--- src/rtl/mux4_ser_pkg.sv ---
`default_nettype none
// ============================================================================
// Module      : mux4_ser_pkg
// Description : Shared types and helpers for the mux4_serializer block:
//               frame state encoding, step count and hold-counter width.
// Revision    : 1.0 - initial release
// ============================================================================
package mux4_ser_pkg;

   // Frame sequencer states; PARITY is only reachable with MUX4_SER_PARITY_EN
   typedef enum logic [1:0] {
      ST_IDLE   = 2'd0,
      ST_SHIFT  = 2'd1,
      ST_PARITY = 2'd2
   } state_e;

   // One step per mux data input
   localparam int NUM_STEPS = 4;

   // Width of a modulo-hold counter; never narrower than one bit
   function automatic int hold_cnt_width(input int hold);
      return (hold <= 1) ? 1 : $clog2(hold);
   endfunction

endpackage : mux4_ser_pkg
`default_nettype wire

--- src/rtl/mux4_serializer_hold_counter.sv ---
`default_nettype none
// ============================================================================
// Module      : hold_counter
// Description : Modulo-HOLD_CYCLES counter with synchronous clear. Reports
//               terminal count for the current cycle and for the next one so
//               the parent can register frame strobes one cycle ahead.
// Revision    : 1.0 - initial release
// ============================================================================
module hold_counter
   import mux4_ser_pkg::*;
#(
   parameter int HOLD_CYCLES = 1
)(
   input  logic clk,
   input  logic rst,
   input  logic clr,
   input  logic en,
   output logic tc,
   output logic tc_next
);

   localparam int              c_width = hold_cnt_width(HOLD_CYCLES);
   localparam logic [c_width-1:0] c_max = c_width'(HOLD_CYCLES - 1);

   logic [c_width-1:0] cnt_q;
   logic [c_width-1:0] cnt_d;

   // Next count: clear wins, otherwise wrap at the terminal value
   always_comb begin
      cnt_d = cnt_q;
      if (clr) begin
         cnt_d = '0;
      end else if (en) begin
         cnt_d = (cnt_q == c_max) ? '0 : cnt_q + c_width'(1);
      end
   end

   // Count register
   always_ff @(posedge clk) begin
      if (rst) begin
         cnt_q <= '0;
      end else begin
         cnt_q <= cnt_d;
      end
   end

   assign tc      = (cnt_q == c_max);
   assign tc_next = (cnt_d == c_max);

endmodule : hold_counter
`default_nettype wire

--- src/rtl/mux4_serializer.sv ---
`default_nettype none
// ============================================================================
// Module      : mux4_serializer
// Description : Accepts a 4-bit word over valid/ready, presents it on the four
//               data inputs of a 4:1 mux and steps the select 00..11 (each
//               held HOLD_CYCLES cycles) so the mux emits the word LSB first.
//               Optional macro MUX4_SER_PARITY_EN appends an even-parity step
//               and adds the parity_out port.
// Revision    : 1.0 - initial release
// ============================================================================
module mux4_serializer
   import mux4_ser_pkg::*;
#(
   parameter int         HOLD_CYCLES = 1,
   parameter logic [1:0] IDLE_SEL    = 2'b00
)(
   input  logic       clk,
   input  logic       rst,
   input  logic       in_valid,
   output logic       in_ready,
   input  logic [3:0] in_data,
   output logic       data1,
   output logic       data2,
   output logic       data3,
   output logic       data4,
   output logic [1:0] sel,
   output logic       out_valid,
   output logic       out_last,
   output logic       busy
`ifdef MUX4_SER_PARITY_EN
   ,
   output logic       parity_out
`endif
);

   localparam logic [1:0] c_last_step = 2'(NUM_STEPS - 1);

   state_e     state_q, state_d;
   logic [1:0] step_q, step_d;
   logic [3:0] data_q, data_d;
   logic [1:0] sel_q, sel_d;
   logic       busy_q, busy_d;
   logic       out_last_q, out_last_d;
   logic       parity_q, parity_d;

   logic       w_cnt_clr;
   logic       w_cnt_en;
   logic       w_cnt_tc;
   logic       w_cnt_tc_next;
   logic       w_last_step;
   logic       w_frame_end;
   logic       w_accept;

   hold_counter #(
      .HOLD_CYCLES (HOLD_CYCLES)
   ) u_hold_counter (
      .clk     (clk),
      .rst     (rst),
      .clr     (w_cnt_clr),
      .en      (w_cnt_en),
      .tc      (w_cnt_tc),
      .tc_next (w_cnt_tc_next)
   );

   assign w_last_step = (step_q == c_last_step);

`ifdef MUX4_SER_PARITY_EN
   assign w_frame_end = (state_q == ST_PARITY) && w_cnt_tc;
`else
   assign w_frame_end = (state_q == ST_SHIFT) && w_last_step && w_cnt_tc;
`endif

   // Ready depends only on state and counter, so it cannot loop through in_valid
   assign in_ready = !rst && ((state_q == ST_IDLE) || w_frame_end);
   assign w_accept = in_valid && in_ready;

   // Next-state and next-output decode; outputs are computed from the next
   // state so every strobe leaves the block from a flop
   always_comb begin
      state_d   = state_q;
      step_d    = step_q;
      w_cnt_clr = 1'b0;
      w_cnt_en  = 1'b0;
      data_d    = w_accept ? in_data : data_q;

      case (state_q)
         ST_IDLE: begin
            if (w_accept) begin
               state_d   = ST_SHIFT;
               step_d    = 2'd0;
               w_cnt_clr = 1'b1;
            end
         end
         ST_SHIFT: begin
            w_cnt_en = 1'b1;
            if (w_cnt_tc) begin
               step_d = step_q + 2'd1;
               if (w_last_step) begin
`ifdef MUX4_SER_PARITY_EN
                  state_d = ST_PARITY;
`else
                  // Back-to-back accept restarts at step 0 with no idle gap
                  if (w_accept) begin
                     state_d   = ST_SHIFT;
                     step_d    = 2'd0;
                     w_cnt_clr = 1'b1;
                  end else begin
                     state_d = ST_IDLE;
                  end
`endif
               end
            end
         end
`ifdef MUX4_SER_PARITY_EN
         ST_PARITY: begin
            w_cnt_en = 1'b1;
            if (w_cnt_tc) begin
               step_d = 2'd0;
               if (w_accept) begin
                  state_d   = ST_SHIFT;
                  w_cnt_clr = 1'b1;
               end else begin
                  state_d = ST_IDLE;
               end
            end
         end
`endif
         default: begin
            state_d = ST_IDLE;
         end
      endcase

      busy_d     = (state_d != ST_IDLE);
      sel_d      = IDLE_SEL;
      out_last_d = 1'b0;
      parity_d   = 1'b0;
      if (state_d == ST_SHIFT) begin
         sel_d = step_d;
`ifndef MUX4_SER_PARITY_EN
         out_last_d = (step_d == c_last_step) && w_cnt_tc_next;
`endif
      end
`ifdef MUX4_SER_PARITY_EN
      if (state_d == ST_PARITY) begin
         sel_d      = 2'b11;
         out_last_d = w_cnt_tc_next;
         parity_d   = ^data_d;
      end
`endif
   end

   // State and output registers
   always_ff @(posedge clk) begin
      if (rst) begin
         state_q    <= ST_IDLE;
         step_q     <= 2'd0;
         data_q     <= 4'd0;
         sel_q      <= IDLE_SEL;
         busy_q     <= 1'b0;
         out_last_q <= 1'b0;
         parity_q   <= 1'b0;
      end else begin
         state_q    <= state_d;
         step_q     <= step_d;
         data_q     <= data_d;
         sel_q      <= sel_d;
         busy_q     <= busy_d;
         out_last_q <= out_last_d;
         parity_q   <= parity_d;
      end
   end

   assign data1     = data_q[0];
   assign data2     = data_q[1];
   assign data3     = data_q[2];
   assign data4     = data_q[3];
   assign sel       = sel_q;
   assign busy      = busy_q;
   assign out_valid = busy_q;
   assign out_last  = out_last_q;

`ifdef MUX4_SER_PARITY_EN
   assign parity_out = parity_q;
`else
   // Parity flop stays constant 0 in this build and is optimised away
   logic w_unused_parity;
   assign w_unused_parity = parity_q;
`endif

endmodule : mux4_serializer
`default_nettype wire

--- config.mk ---
export PLATFORM = sky130hd
export DESIGN_NAME = mux4_serializer
export DESIGN_NICKNAME = d
export VERILOG_FILES = /design/src/rtl/mux4_ser_pkg.sv /design/src/rtl/mux4_serializer_hold_counter.sv /design/src/rtl/mux4_serializer.sv
export SDC_FILE = /design/constraint.sdc
export NUM_CORES = 1
export LEC_CHECK = 0
export ABC_AREA = 1
export CAP_MARGIN = 15
export CORE_MARGIN = 2
export CORE_UTILIZATION = 40
export CTS_CLUSTER_SIZE = 30
export DETAILED_ROUTE_END_ITERATION = 10
export PLACE_DENSITY = 0.76
export SYNTH_ARGS = -nofsm -noshare
export SYNTH_HDL_FRONTEND = slang
export SYNTH_SLANG_ARGS = --single-unit
--- constraint.sdc ---
create_clock -name clk -period 1 [get_ports clk]
set_input_delay 0.1 -clock clk [delete_from_list [all_inputs] [get_ports clk]]
set_output_delay 0.1 -clock clk [all_outputs]
set_load 0.05 [all_outputs]
==> results of run 1 <==
## synth_stat cells, drive strengths merged
cell type and n:
nor3 1, nand2 16, o211ai 2, a21oi 2, o21ai 1, conb 1, nor2 16, inv 19
nand3 6, dfxtp 13, ha 1, buf 1, clkinv 1
## state kept, by name (all words and copies together) (netlist names)
register	count
u_hold_counter.cnt_q	1
busy	1
sel	2
out_last	1
state_q	2
data_q	4
step_q	2
## layer usage
| metal | GRT usage (%) | wire length, um | share of wire [%] | up-vias |
|---|---|---|---|---|
| met5 | 0 | 0 | 0 | - |
| met4 | 5.63 | 5 | 0.38 | 0 |
| met3 | 3.02 | 51 | 3.8 | 2 |
| met2 | 29.5 | 724 | 55 | 19 |
| met1 | 18.6 | 546 | 41 | 262 |
| li1 | - | - | - | 301 |
## cell type report
class	instances	area (um2)	share of cell area (%)
repair buffers	26	339	33.3
multi-input cells	47	289	28.3
flip-flops and latches	13	267	26.1
inverters	20	80.1	7.85
clock buffers	4	26.3	2.58
well taps	15	18.8	1.84
## cell families (layout without fill, tap and decap cells)
logic type / after synthesis / count (layout) / synth area share (%)
other cells: 1 / 1 / 0.639
buf+inv: 21 / 50 / 14.1
flops: 13 / 13 / 44.3
compound gates: 5 / 5 / 7.68
fa+ha+maj: 1 / 1 / 2.13
simple gates: 39 / 40 / 31.1
## cells in the final DEF (no fill, tap or decap), types with 3 or more instances in the layout
master / netlist / routed
buf_4: 1 / 9
nand3_1: 4 / 3
dfxtp_1: 13 / 8
nand2_1: 16 / 15
inv_1: 17 / 16
clkbuf_4: 0 / 3
clkdlybuf4s50_1: 0 / 6
buf_12: 0 / 10
nor2_1: 14 / 13
inv_2: 2 / 3
dfxtp_2: 0 / 5
## where the power goes
part	total (uW)	switching [uW]	internal, uW
sequential	556	20.6	535
combinational	247	125	123
clock	331	176	154
## timing repair
item                       4_1_cts  5_1_grt
hold buffers                     0        0
setup endpoints to repair       11       13
setup buffers                    2        0
pin swaps                        4        0
cloned                           1        0
gates resized for setup          3        3
## per-stage QoR
| step | cell area (um2) | instances | setup TNS [ns] | total power [uW] | hold slack (ns) |
|---|---|---|---|---|---|
| detailed placement | 951 | 118 | -2.79 | 798 | 0.544 |
| global placement | 951 | 118 | -2.58 | 794 | 0.536 |
| finish | 1020 | 125 | -3.02 | 1130 | 0.408 |
| CTS | 1020 | 125 | -3.00 | 1140 | 0.406 |
| floorplan | 619 | 80 | -1.00 | 674 | 0.171 |
| global route | 1020 | 125 | -3.72 | 1170 | 0.414 |
## worst min-delay path by stage
stage                      startpoint                     end  slack, ns  depth (start not counted)
5_1_grt                    in_data[0]  data_q[0]$_SDFFE_PP0P_       0.41                          3
3_3_place_gp   data_q[0]$_SDFFE_PP0P_  data_q[0]$_SDFFE_PP0P_       0.54                          4
6_report                   in_data[3]  data_q[3]$_SDFFE_PP0P_       0.41                          3
2_1_floorplan                     rst    step_q[0]$_SDFF_PP0_       0.17                          1
4_1_cts                    in_data[3]  data_q[3]$_SDFFE_PP0P_       0.41                          3
3_5_place_dp   data_q[3]$_SDFFE_PP0P_  data_q[3]$_SDFFE_PP0P_       0.54                          4
## critical path: cells and delay by family, from the launching register on
family	cells	cell delay, ns
simple gates	1	0.10
buf+inv	3	0.25
fa+ha+maj	1	0.15
flops	1	0.37
compound gates	1	0.14
==> impl_metrics.tcl, run 1 <==
set metrics [dict create \
    initial_core_util_pct 44.0 \
    antenna_cells 0 \
    hpwl_um 990 \
    fp.coreArea_um2 1330 \
    cts_tree "built" \
    wl_um 1330 \
    ios 17 \
    drtIter0Drc 9 \
    fmax_ghz 0.723 \
    violations "setup timing" \
    rrSetupSlack_ns -0.32 \
    cp_data_required_time_ns 0.90 \
    drv_cap 0 \
    power.leakage_uw 0.000486 \
    cts-htree-levels 1 \
    vias 584 \
    synth_area_um2 587 \
    viasPerCell 4.67 \
    synth.yosys.warnings 0 \
    ff2ff_path_depth 8 \
    avgSynthCellArea_um2 7.34 \
    drt_first_pass_iters 4 \
    rows 13 \
    dieArea_um2 1790 \
    synth_area_leader_cell "dfxtp_1" \
    rsz0062_at_grt "yes" \
    cp_cell_sequence "ha_4 > clkinv_4 > o21ai_4 > inv_2 > nor2_4 > buf_12" \
    place_congestion 0.823 \
    overflow 0 \
    ant_nets 0 \
    antenna_found_initial 0 \
    clk_latency_ns 0.27 \
    drc 0 \
    yosysSeqAreaShare_pct 44.3 \
    slew_viol_final 0 \
    critPathCapture "in_ready" \
    root_buffer "clkbuf_4" \
    setup_violations 12 \
    die_h_um 42.3 \
    netlist_instances 80 \
    grt_usage_pct 16.2 \
    wl_per_cell_um 10.6 \
    critPathMaxFanout 2 \
    hp-class "in2reg" \
    max-vdd-ir-drop_uv 894 \
    drive_above_1_share_pct 39.1 \
    fill_cells 90 \
    synth_cell_type_count 19 \
    regToRegStartpoint "step_q[0]$_SDFF_PP0_" \
    grt_max_degree 8 \
    die_w_um 42.3 \
    netlist.area_leader.share_pct 44.3 \
    post-route-util_pct 76.5 \
    fin_crit_ns 1.38 \
    fin_nets 119 \
    clkTransAtPathRegs_ns 0.09 \
    hold_viol_final 0 \
    startpoint "step_q[0]$_SDFF_PP0_" \
    critical_path.max_stage_delay_ns 0.37 \
    numCtsBuffers 3 \
    cellPowerDensity_nw_per_um2 1110 \
    area_growth_pct 73.8 \
    ys_seq_elements 13 \
    fin_skew_ns 0.00822 \
    cp_data_arrival_time_ns 1.28 \
    grt_pass1_wl_um 2180 \
    finalCritPeriodShare_pct 138 \
    status "finished with violations" \
    crit_type "reg2out" \
    synth_fp_nets 88 \
    reg2reg_to "data_q[2]$_SDFFE_PP0P_" \
    post-place-ws_ns -0.268 \
    netlist_top_cells_area "dfxtp_1 44%, inv_1 11%, nand2_1 10%" \
    startpoint_type "register" \
    clkSinkCount 13 \
    crit_slowest_cell "dfxtp_2" \
    cts_max_path_buffers 2 \
    grt_pass1_vias 497 \
    worst_slack_ns -0.384 \
    numPortBuffers 16 \
    end_kind "output pin" \
]
Note: power is estimated with default switching activity, not from simulation.
==> run 2, diff against run 1 <==
--- a/config.mk
+++ b/config.mk
@@ -9,7 +9,6 @@
 export CAP_MARGIN = 15
 export CORE_MARGIN = 2
 export CORE_UTILIZATION = 40
-export CTS_CLUSTER_SIZE = 30
 export DETAILED_ROUTE_END_ITERATION = 10
 export PLACE_DENSITY = 0.76
 export SYNTH_ARGS = -nofsm -noshare
==> results of run 2 <==
The final DEF is identical to that of run 1; final timing and power are the same.
==> run 3, diff against run 2 <==
--- a/config.mk
+++ b/config.mk
@@ -11,6 +11,7 @@
 export CORE_UTILIZATION = 40
 export DETAILED_ROUTE_END_ITERATION = 10
 export PLACE_DENSITY = 0.76
+export SKIP_CTS_REPAIR_TIMING = 1
 export SYNTH_ARGS = -nofsm -noshare
 export SYNTH_HDL_FRONTEND = slang
 export SYNTH_SLANG_ARGS = --single-unit
==> impl_metrics.tcl, run 3 (synthesis results as in run 1) <==
set metrics [dict create \
    initial_core_util_pct 44.0 \
    fin_crit_ns 1.39 \
    p_clk_share_pct 29.0 \
    fmax_ghz 0.720 \
    viasPerCell 4.52 \
    fill_cells 95 \
    cp_data_required_time_ns 0.90 \
    dieArea_um2 1790 \
    wl_um 1180 \
    power.internal_uw 808 \
    worst_slack_ns -0.389 \
    startpoint_type "register" \
    fin_skew_ns 0.00651 \
    max-vdd-ir-drop_uv 866 \
    hp-start "in_data[3]" \
    drive_above_1_share_pct 37.6 \
    crit_type "reg2out" \
    switching_share_pct 27.5 \
    end_kind "output pin" \
    cts-htree-levels 1 \
    drv_cap 0 \
    status "finished with violations" \
    design_area_um2 996 \
    grt_pass1_wl_um 1950 \
    hpwl_um 990 \
    slew_viol_final 0 \
    drc 0 \
    numPortBuffers 16 \
    clk_latency_ns 0.27 \
    grt_max_degree 10 \
    setup_violations 11 \
    cp_data_arrival_time_ns 1.29 \
    numCtsBuffers 3 \
    rows 13 \
    ios 17 \
    seqPwrFrac_pct 49.9 \
    top_register "data_q" \
    critPathMaxFanout 4 \
    area_growth_pct 69.7 \
    wl_per_cell_um 9.50 \
    largest_reg_flops 4 \
    drt_first_pass_iters 4 \
    place_congestion 0.823 \
    rsz0062_at_grt "yes" \
    startpoint "step_q[1]$_SDFF_PP0_" \
    root_buffer "clkbuf_4" \
    fp.coreArea_um2 1330 \
    cellPowerDensity_nw_per_um2 1120 \
    overflow 0 \
    hold_viol_final 0 \
    vias 560 \
    clkTransAtPathRegs_ns 0.08 \
    violations "setup timing" \
    antenna_cells 0 \
    hp-class "in2reg" \
    grt_pass1_vias 473 \
    finalCritPeriodShare_pct 139 \
    drtIter0Drc 6 \
    power.switching_uw 306 \
    cts_max_path_buffers 2 \
    final_cell_mix "16 x inv_1, 16 x nand2_1, 13 x nor2_1, 10 x buf_12, 10 x buf_4" \
    power.leakage_uw 0.000482 \
    placed_area_um2 951 \
    ant_nets 0 \
    post-place-ws_ns -0.268 \
    grt_usage_pct 14.6 \
    fin_nets 118 \
    power_frac_comb_pct 21.1 \
    die_w_um 42.3 \
    post-route-util_pct 74.7 \
    clkSinkCount 13 \
    antenna_found_initial 0 \
    regToRegStartpoint "step_q[1]$_SDFF_PP0_" \
    cts_tree "built" \
    die_h_um 42.3 \
]
run 3: final cells by class:
type | count | area (um2) | area share [%]
Timing Repair Buffer | 26 | 335 | 33.7
Clock buffer | 4 | 26.3 | 2.64
Tap cell | 15 | 18.8 | 1.88
Multi-Input combinational cell | 46 | 269 | 27.0
Inverter | 20 | 80.1 | 8.04
Sequential cell | 13 | 267 | 26.8
run 3: critical path, stage by stage, from the launching register on:
cell,delay [ns]
dfxtp_2,0.36
ha_4,0.15
clkinv_4,0.05
o21ai_4,0.16
inv_2,0.06
nor2_4,0.10
buf_12,0.14
run 3: final timing paths:
path	endpoint	slack, ns	cells past startpoint
setup reg to reg	data_q[0]$_SDFFE_PP0P_	-0.27	8
hold reg to reg	data_q[3]$_SDFFE_PP0P_	0.55	4
setup / recovery	in_ready	-0.39	6
hold / removal	data_q[3]$_SDFFE_PP0P_	0.41	3
run 3: metrics by stage:
| stage | total power (uW) | instances | setup TNS [ns] | hold slack (ns) |
|---|---|---|---|---|
| after floorplan | 674 | 80 | -1.00 | 0.171 |
| after global placement | 794 | 118 | -2.58 | 0.536 |
| after detailed placement | 798 | 118 | -2.79 | 0.544 |
| after CTS | 1120 | 122 | -2.22 | 0.406 |
| after global routing | 1160 | 124 | -2.93 | 0.414 |
| final | 1110 | 124 | -2.20 | 0.412 |
run 3: power by group through the flow:
stage	Sequential, uW	Clock [uW]	Combinational [uW]
CTS	555	335	231
global route	558	357	250
detailed placement	567	0	231
floorplan	597	0	77.1
global placement	566	0	228
finish	556	323	236
run 3: per-layer routing:
layer	routed length, um	up-vias	track usage [%]
met3	42	2	3.02
met2	616	14	25.2
li1	-	293	-
met5	0	-	0
met4	5	0	5.63
met1	514	251	17.4
